$ cat config.mk
export PLATFORM = sky130hd
export DESIGN_NAME = spike_aer_encoder
export DESIGN_NICKNAME = d
export VERILOG_FILES = /design/src/rtl/spike_aer_encoder.sv
export SDC_FILE = /design/constraint.sdc
export NUM_CORES = 1
export LEC_CHECK = 0
export ABC_AREA = 1
export CORE_UTILIZATION = 30
export DETAILED_ROUTE_END_ITERATION = 6
export MAX_ROUTING_LAYER = met4
export PLACE_DENSITY_LB_ADDON = 0.25
export SETUP_SLACK_MARGIN = 0.05
export SYNTH_ARGS = -nofsm -noshare
export SYNTH_HDL_FRONTEND = slang
export SYNTH_SLANG_ARGS = --single-unit
$ cat constraint.sdc
create_clock -name clk -period 3 [get_ports clk]
set_clock_uncertainty 0.2 [all_clocks]
set_input_delay 0.45 -clock clk [delete_from_list [all_inputs] [get_ports clk]]
set_output_delay 0.45 -clock clk [all_outputs]
set_load 0.01 [all_outputs]
$ cat src/rtl/spike_aer_encoder.sv
// Spike AER encoder: captures one timestep of neuron spikes and serialises
// every set bit as an address-event beat, lowest index first, tagged with a
// wrapping timestep counter. A timestep with no spikes produces a single
// "empty" marker beat so the sink still sees every timestep.
module spike_aer_encoder #(
   parameter int NUM_NEURONS = 32,
   parameter int IDX_WIDTH   = 5,
   parameter int TS_WIDTH    = 8
) (
   input  logic                   clk,
   input  logic                   rst,
   input  logic [NUM_NEURONS-1:0] spikes_in,
   input  logic                   step_valid,
   output logic                   step_ready,
   output logic                   aer_valid,
   input  logic                   aer_ready,
   output logic [IDX_WIDTH-1:0]   aer_index,
   output logic [TS_WIDTH-1:0]    aer_timestep,
   output logic                   aer_empty,
   output logic                   aer_last,
   output logic                   busy
);

   typedef enum logic [1:0] {
      IDLE = 2'd0,
      SEND = 2'd1,
      MARK = 2'd2
   } state_t;

   state_t                 state_q, state_d;
   logic [NUM_NEURONS-1:0] pending_q, pending_d;
   logic [TS_WIDTH-1:0]    tsCount_q, tsCount_d;
   logic [TS_WIDTH-1:0]    beatTs_q, beatTs_d;
   logic                   valid_q, valid_d;
   logic                   started_q;

   logic [NUM_NEURONS-1:0] pendingClr;
   logic [IDX_WIDTH-1:0]   lowIdx;
   logic                   onlyOne;

   // Clearing the lowest set bit removes exactly the event currently presented,
   // and an empty result means that event is the last one of the timestep.
   assign pendingClr = pending_q & (pending_q - NUM_NEURONS'(1));
   assign onlyOne    = (pending_q != '0) && (pendingClr == '0);

   // Priority encoder: the highest loop iteration wins, so scanning downward
   // leaves the lowest set index as the result.
   always_comb begin
      lowIdx = '0;
      for (int i = NUM_NEURONS - 1; i >= 0; i--) begin
         if (pending_q[i]) begin
            lowIdx = IDX_WIDTH'(i);
         end
      end
   end

   // Next-state logic: accept a timestep in IDLE, walk the pending vector in
   // SEND one beat per handshake, or emit the single empty marker in MARK.
   always_comb begin
      state_d   = state_q;
      pending_d = pending_q;
      tsCount_d = tsCount_q;
      beatTs_d  = beatTs_q;
      case (state_q)
         IDLE: begin
            if (step_valid && step_ready) begin
               pending_d = spikes_in;
               beatTs_d  = tsCount_q;
               tsCount_d = tsCount_q + TS_WIDTH'(1);
               state_d   = (spikes_in != '0) ? SEND : MARK;
            end
         end
         SEND: begin
            if (aer_ready) begin
               pending_d = pendingClr;
               if (onlyOne) begin
                  state_d = IDLE;
               end
            end
         end
         MARK: begin
            if (aer_ready) begin
               state_d = IDLE;
            end
         end
         default: begin
            state_d   = IDLE;
            pending_d = '0;
         end
      endcase
      valid_d = (state_d != IDLE);
   end

   // State register; reset throws away any events still pending so nothing of
   // an aborted timestep leaks out afterwards.
   always_ff @(posedge clk or posedge rst) begin
      if (rst) begin
         state_q   <= IDLE;
         pending_q <= '0;
         tsCount_q <= '0;
         beatTs_q  <= '0;
         valid_q   <= 1'b0;
      end else begin
         state_q   <= state_d;
         pending_q <= pending_d;
         tsCount_q <= tsCount_d;
         beatTs_q  <= beatTs_d;
         valid_q   <= valid_d;
      end
   end

   // Holds step_ready low while in reset and until the first clock edge after
   // release, so the upstream never sees ready during reset.
   always_ff @(posedge clk or posedge rst) begin
      if (rst) begin
         started_q <= 1'b0;
      end else begin
         started_q <= 1'b1;
      end
   end

   assign step_ready   = (state_q == IDLE) && started_q;
   assign busy         = (state_q != IDLE);
   assign aer_valid    = valid_q;
   assign aer_index    = (state_q == SEND) ? lowIdx : '0;
   assign aer_timestep = beatTs_q;
   assign aer_empty    = (state_q == MARK);
   assign aer_last     = (state_q == MARK) || ((state_q == SEND) && onlyOne);

endmodule
==> metrics.txt <==
# TYPE chip_impl_metric gauge
chip_impl_info{name="outcome",value="finished with violations"} 1
chip_impl_info{name="violations_in_the_final_reports",value="negative setup slack"} 1
chip_impl_info{name="worstSetupEndpointType",value="primary output"} 1
chip_impl_metric{name="rows",unit=""} 37
chip_impl_metric{name="post_layout_nonfiller_instances",unit=""} 696
chip_impl_metric{name="count_of_final_hold_check_violations",unit=""} 0
chip_impl_info{name="unrepaired_setup_endpoints_after_global_routing",value="yes"} 1
chip_impl_metric{name="synth.cell_area",unit="mm^2"} 0.00326
chip_impl_metric{name="core",unit="mm^2"} 0.0104
chip_impl_metric{name="hold_ws",unit="ns"} 0.277
chip_impl_info{name="hold_path_end",value="tsCount_q[2]$_DFFE_PP0P_"} 1
chip_impl_metric{name="peakVddDrop",unit="V"} 0.000212
chip_impl_metric{name="clock_latency",unit="ns"} 0.31
chip_impl_metric{name="first_global_vias",unit=""} 3290
chip_impl_metric{name="fin_area",unit="mm^2"} 0.00462
chip_impl_info{name="netlist_top_cells_area",value="dfrtp_1 (40%), nand2_1 (11%), inv_1 (6.7%)"} 1
chip_impl_metric{name="antenna_violations_before_repair",unit=""} 0
chip_impl_metric{name="final.setup.worst_slack",unit="ns"} -0.385
chip_impl_metric{name="detail_route.iter0.violations",unit=""} 143
chip_impl_metric{name="drc",unit=""} 0
chip_impl_metric{name="global_route.usage.total",unit="%"} 18.8
chip_impl_metric{name="number_of_buffers_inserted_during_clock_tree_synthesis",unit=""} 5
chip_impl_metric{name="area_of_the_multi_input_gates",unit="mm^2"} 0.00169
chip_impl_metric{name="dp_hpwl",unit="mm"} 7.62
chip_impl_metric{name="filler_cell_count",unit=""} 1074
chip_impl_metric{name="die_height",unit="um"} 106
chip_impl_info{name="path_cells",value="inv_2, nand4_4, nor2_4, nand3_4, nor2_4, nand4_4, o21ai_2, nand4_1, or4_4, nor2_2, o211ai_2, o21bai_1, buf_2"} 1
chip_impl_info{name="startpoint_to_endpoint_class_of_the_critical_path",value="flip-flop to primary output"} 1
chip_impl_metric{name="final_max_slew_viol_count",unit=""} 0
chip_impl_metric{name="final-seq-area",unit="mm^2"} 0.00130
chip_impl_metric{name="worstHoldPathCells",unit=""} 1
chip_impl_metric{name="antenna_violating_nets_post_route",unit=""} 0
chip_impl_metric{name="gr-total-overflow",unit=""} 0
chip_impl_metric{name="pin_count",unit=""} 54
chip_impl_metric{name="detailroute.via_count",unit=""} 3251
chip_impl_metric{name="synth-seq-cells",unit=""} 52
chip_impl_metric{name="synth_seq_area_share",unit="%"} 39.9
chip_impl_metric{name="finalCriticalPeriod",unit="ns"} 3.38
chip_impl_metric{name="ys_async_sr_fraction",unit="%"} 100
chip_impl_info{name="hold_path.startpoint",value="tsCount_q[2]$_DFFE_PP0P_"} 1
chip_impl_metric{name="routabilityCongestion",unit=""} 0.853
chip_impl_metric{name="layout-area-overhead-vs-synth",unit="%"} 41.5
chip_impl_metric{name="final_power",unit="mW"} 2.05
chip_impl_metric{name="yosys.cell_types.count",unit=""} 35
chip_impl_metric{name="power_per_cell_area",unit="mW/mm^2"} 444
chip_impl_metric{name="die_w",unit="um"} 106
chip_impl_metric{name="synth.avg_cell_area",unit="um^2"} 7.48
chip_impl_metric{name="placed_cells_incl_taps",unit=""} 687
chip_impl_metric{name="initial_core_util",unit="%"} 31.3
chip_impl_metric{name="postSynthCellCount",unit=""} 436
chip_impl_metric{name="final_net_count",unit=""} 596
chip_impl_metric{name="r2r_cells",unit=""} 15
chip_impl_metric{name="share_of_cells_above_drive_strength_1",unit="%"} 26.1
chip_impl_metric{name="max_slew.worst_pin.slew",unit="ns"} 0.871
chip_impl_info{name="crit_path_start_kind",value="flip-flop"} 1
chip_impl_metric{name="tns",unit="ns"} -0.624
chip_impl_metric{name="cts.sinks",unit=""} 52
chip_impl_metric{name="grt_max_degree",unit=""} 53
chip_impl_metric{name="clock_tree.buffer_depth",unit=""} 2
chip_impl_metric{name="critical_path_arrival",unit="ns"} 2.73
chip_impl_metric{name="portBuffers",unit=""} 53
chip_impl_metric{name="router_iterations_before_antenna_repair",unit=""} 5
chip_impl_info{name="worst_path_max_delay_cell",value="or4_4"} 1
chip_impl_metric{name="ff2ff_setup_slack",unit="ns"} 0.31
chip_impl_info{name="synthDominantAreaCellType",value="dfrtp_1"} 1
chip_impl_metric{name="dp_slack",unit="ns"} -0.421
chip_impl_metric{name="cap_violations",unit=""} 0
chip_impl_metric{name="post-route-util",unit="%"} 44.3
chip_impl_metric{name="max_clock_freq",unit="MHz"} 295
chip_impl_metric{name="antenna_cells",unit=""} 0
chip_impl_metric{name="worst_slew_margin_rel",unit="%"} 41.8
chip_impl_metric{name="min_period_over_period",unit="%"} 113
chip_impl_metric{name="dieArea",unit="mm^2"} 0.0113
chip_impl_info{name="hold_path.class",value="flip-flop to flip-flop"} 1
chip_impl_metric{name="final-setup-viol-count",unit=""} 2
chip_impl_info{name="cts_tree",value="done"} 1
chip_impl_metric{name="slowest_delay",unit="ns"} 0.43
chip_impl_metric{name="cp_data_required_time",unit="ns"} 2.35
chip_impl_metric{name="vias_per_cell",unit=""} 4.67
chip_impl_metric{name="ys_warn_count",unit=""} 0
chip_impl_metric{name="post_drt_wl_per_cell",unit="um"} 13.9
chip_impl_metric{name="synth_nets",unit=""} 473
chip_impl_metric{name="area_share_of_the_largest_cell_type_after_synthesis",unit="%"} 39.9
chip_impl_metric{name="number_of_enable_type_register_cells_in_the_synthesized_netlist",unit=""} 0
chip_impl_metric{name="p_leak",unit="nW"} 2.23
chip_impl_info{name="postSynth.topFlopCell",value="dfrtp_1"} 1
chip_impl_metric{name="cp_max_fo",unit=""} 5
chip_impl_metric{name="first_pass_grt_wire_length",unit="mm"} 16.3
chip_impl_info{name="rr_endpoint",value="aer_valid$_DFF_PP0_"} 1
chip_impl_metric{name="placedInstanceArea",unit="mm^2"} 0.00450
chip_impl_info{name="crit-reg2reg-launch",value="pending_q[3]$_DFFE_PP0P_"} 1
chip_impl_metric{name="worst_setup_hold_path_clk_slew",unit="ns"} 0.10
chip_impl_metric{name="routed_wirelength",unit="mm"} 9.70
chip_impl_info{name="clock_root_buffer",value="clkbuf_8"} 1
chip_impl_metric{name="htree_num_levels",unit=""} 2
[cells by family (layout without fill, tap and decap cells)]
kind of cell               count (synthesis)  in the layout  synth area share [%]
buffers and inverters                     83            207                  9.55
adders and majority gates                  1              1                 0.383
xor gates and xnor gates                   7              7                  1.88
DFF                                       52             52                  39.9
other                                      1              1                 0.115
and+or+nand+nor                          188            188                  29.1
AOI/OAI and AO/OA                        104            104                  19.1
[what timing repair did]
action / CTS / global route
setup buffers: 0 / 1
resized for setup: 17 / 11
pin swaps: 5 / 1
setup endpoints to repair: 5 / 7
hold buffers: 0 / 0
[critical path, delay by kind of cell (launching register included)]
kind	cells	cell delay [ns]
buffers and inverters	2	0.24
and+or+nand+nor	8	1.32
DFF	1	0.40
AOI/OAI and AO/OA	3	0.45
[cells in the final DEF (no fill, tap or decap), types with 2 or more instances in the layout]
cell type and instances:
a31oi_1 5, inv_2 14, nor2_4 8, clkbuf_8 5, o21ai_2 3, a21oi_2 2
nor4_1 8, nor3_1 4, or4_1 2, nand3_2 2, o21ai_0 25, a21oi_1 35
buf_2 3, dfrtp_1 52, nand4_1 4, clkdlybuf4s50_1 48, nor2_1 28, nand4_4 2
o21ai_1 2, a22oi_1 26, nand2_1 88, nand3_1 16, nand2_2 9, xor2_1 7
buf_4 75, inv_1 55, or2_2 4, nor2_2 9
[flip-flops by register name, indices dropped and copies added, names as in the netlist]
signal / cells
pending_q: 32
aer_timestep: 8
tsCount_q: 8
state_q: 2
aer_valid: 1
started_q: 1
[Yosys cell counts (4+ instances only)]
master / count
xor2_1: 7
nand4_1: 4
nor2_2: 6
clkbuf_1: 14
nand2_1: 92
o21ai_0: 26
nand3_1: 16
nor4_1: 9
nor2_1: 31
a21oi_1: 36
nor2_4: 8
a22oi_1: 26
a31oi_1: 5
nor3_1: 4
dfrtp_1: 52
inv_1: 58
inv_2: 11
or2_2: 4
nand2_2: 5
[worst max path at each step]
stage | from | endpoint | slack [ns] | depth (start not counted)
finish | pending_q[3]$_DFFE_PP0P_ | aer_last | -0.38 | 13
global route | pending_q[30]$_DFFE_PP0P_ | aer_index[0] | -0.70 | 32
CTS | pending_q[3]$_DFFE_PP0P_ | aer_last | -0.41 | 13
detailed placement | pending_q[5]$_DFFE_PP0P_ | aer_last | -0.42 | 14
global placement | pending_q[5]$_DFFE_PP0P_ | aer_last | -0.40 | 15
floorplan | pending_q[6]$_DFFE_PP0P_ | aer_last | 0.18 | 14
[layout make-up]
cell class / count / area share (%)
multi-input cells: 301 / 36.5
flip-flops and latches: 52 / 28.2
repair buffers: 130 / 24.1
inverters: 69 / 5.61
well taps: 136 / 3.69
clock buffers: 6 / 1.57
clock inverters: 2 / 0.352
[report_power, final]
part / leakage [nW] / switching, mW / total [mW] / internal (mW)
Sequential: 0.580 / 0.0746 / 0.881 / 0.806
Combinational: 1.61 / 0.371 / 0.752 / 0.381
Clock: 0.0414 / 0.250 / 0.417 / 0.167
Total: 2.23 / 0.696 / 2.05 / 1.35
[per-layer routing]
metal,vias to the layer above,global-route usage [%],share of wire (%)
li1,1686,-,-
met2,58,29.7,48
met3,8,2.45,3.6
met4,0,5.65,1.5
met1,1499,25.2,47
met5,-,-,0
Note: power is estimated with default switching activity, not from simulation.
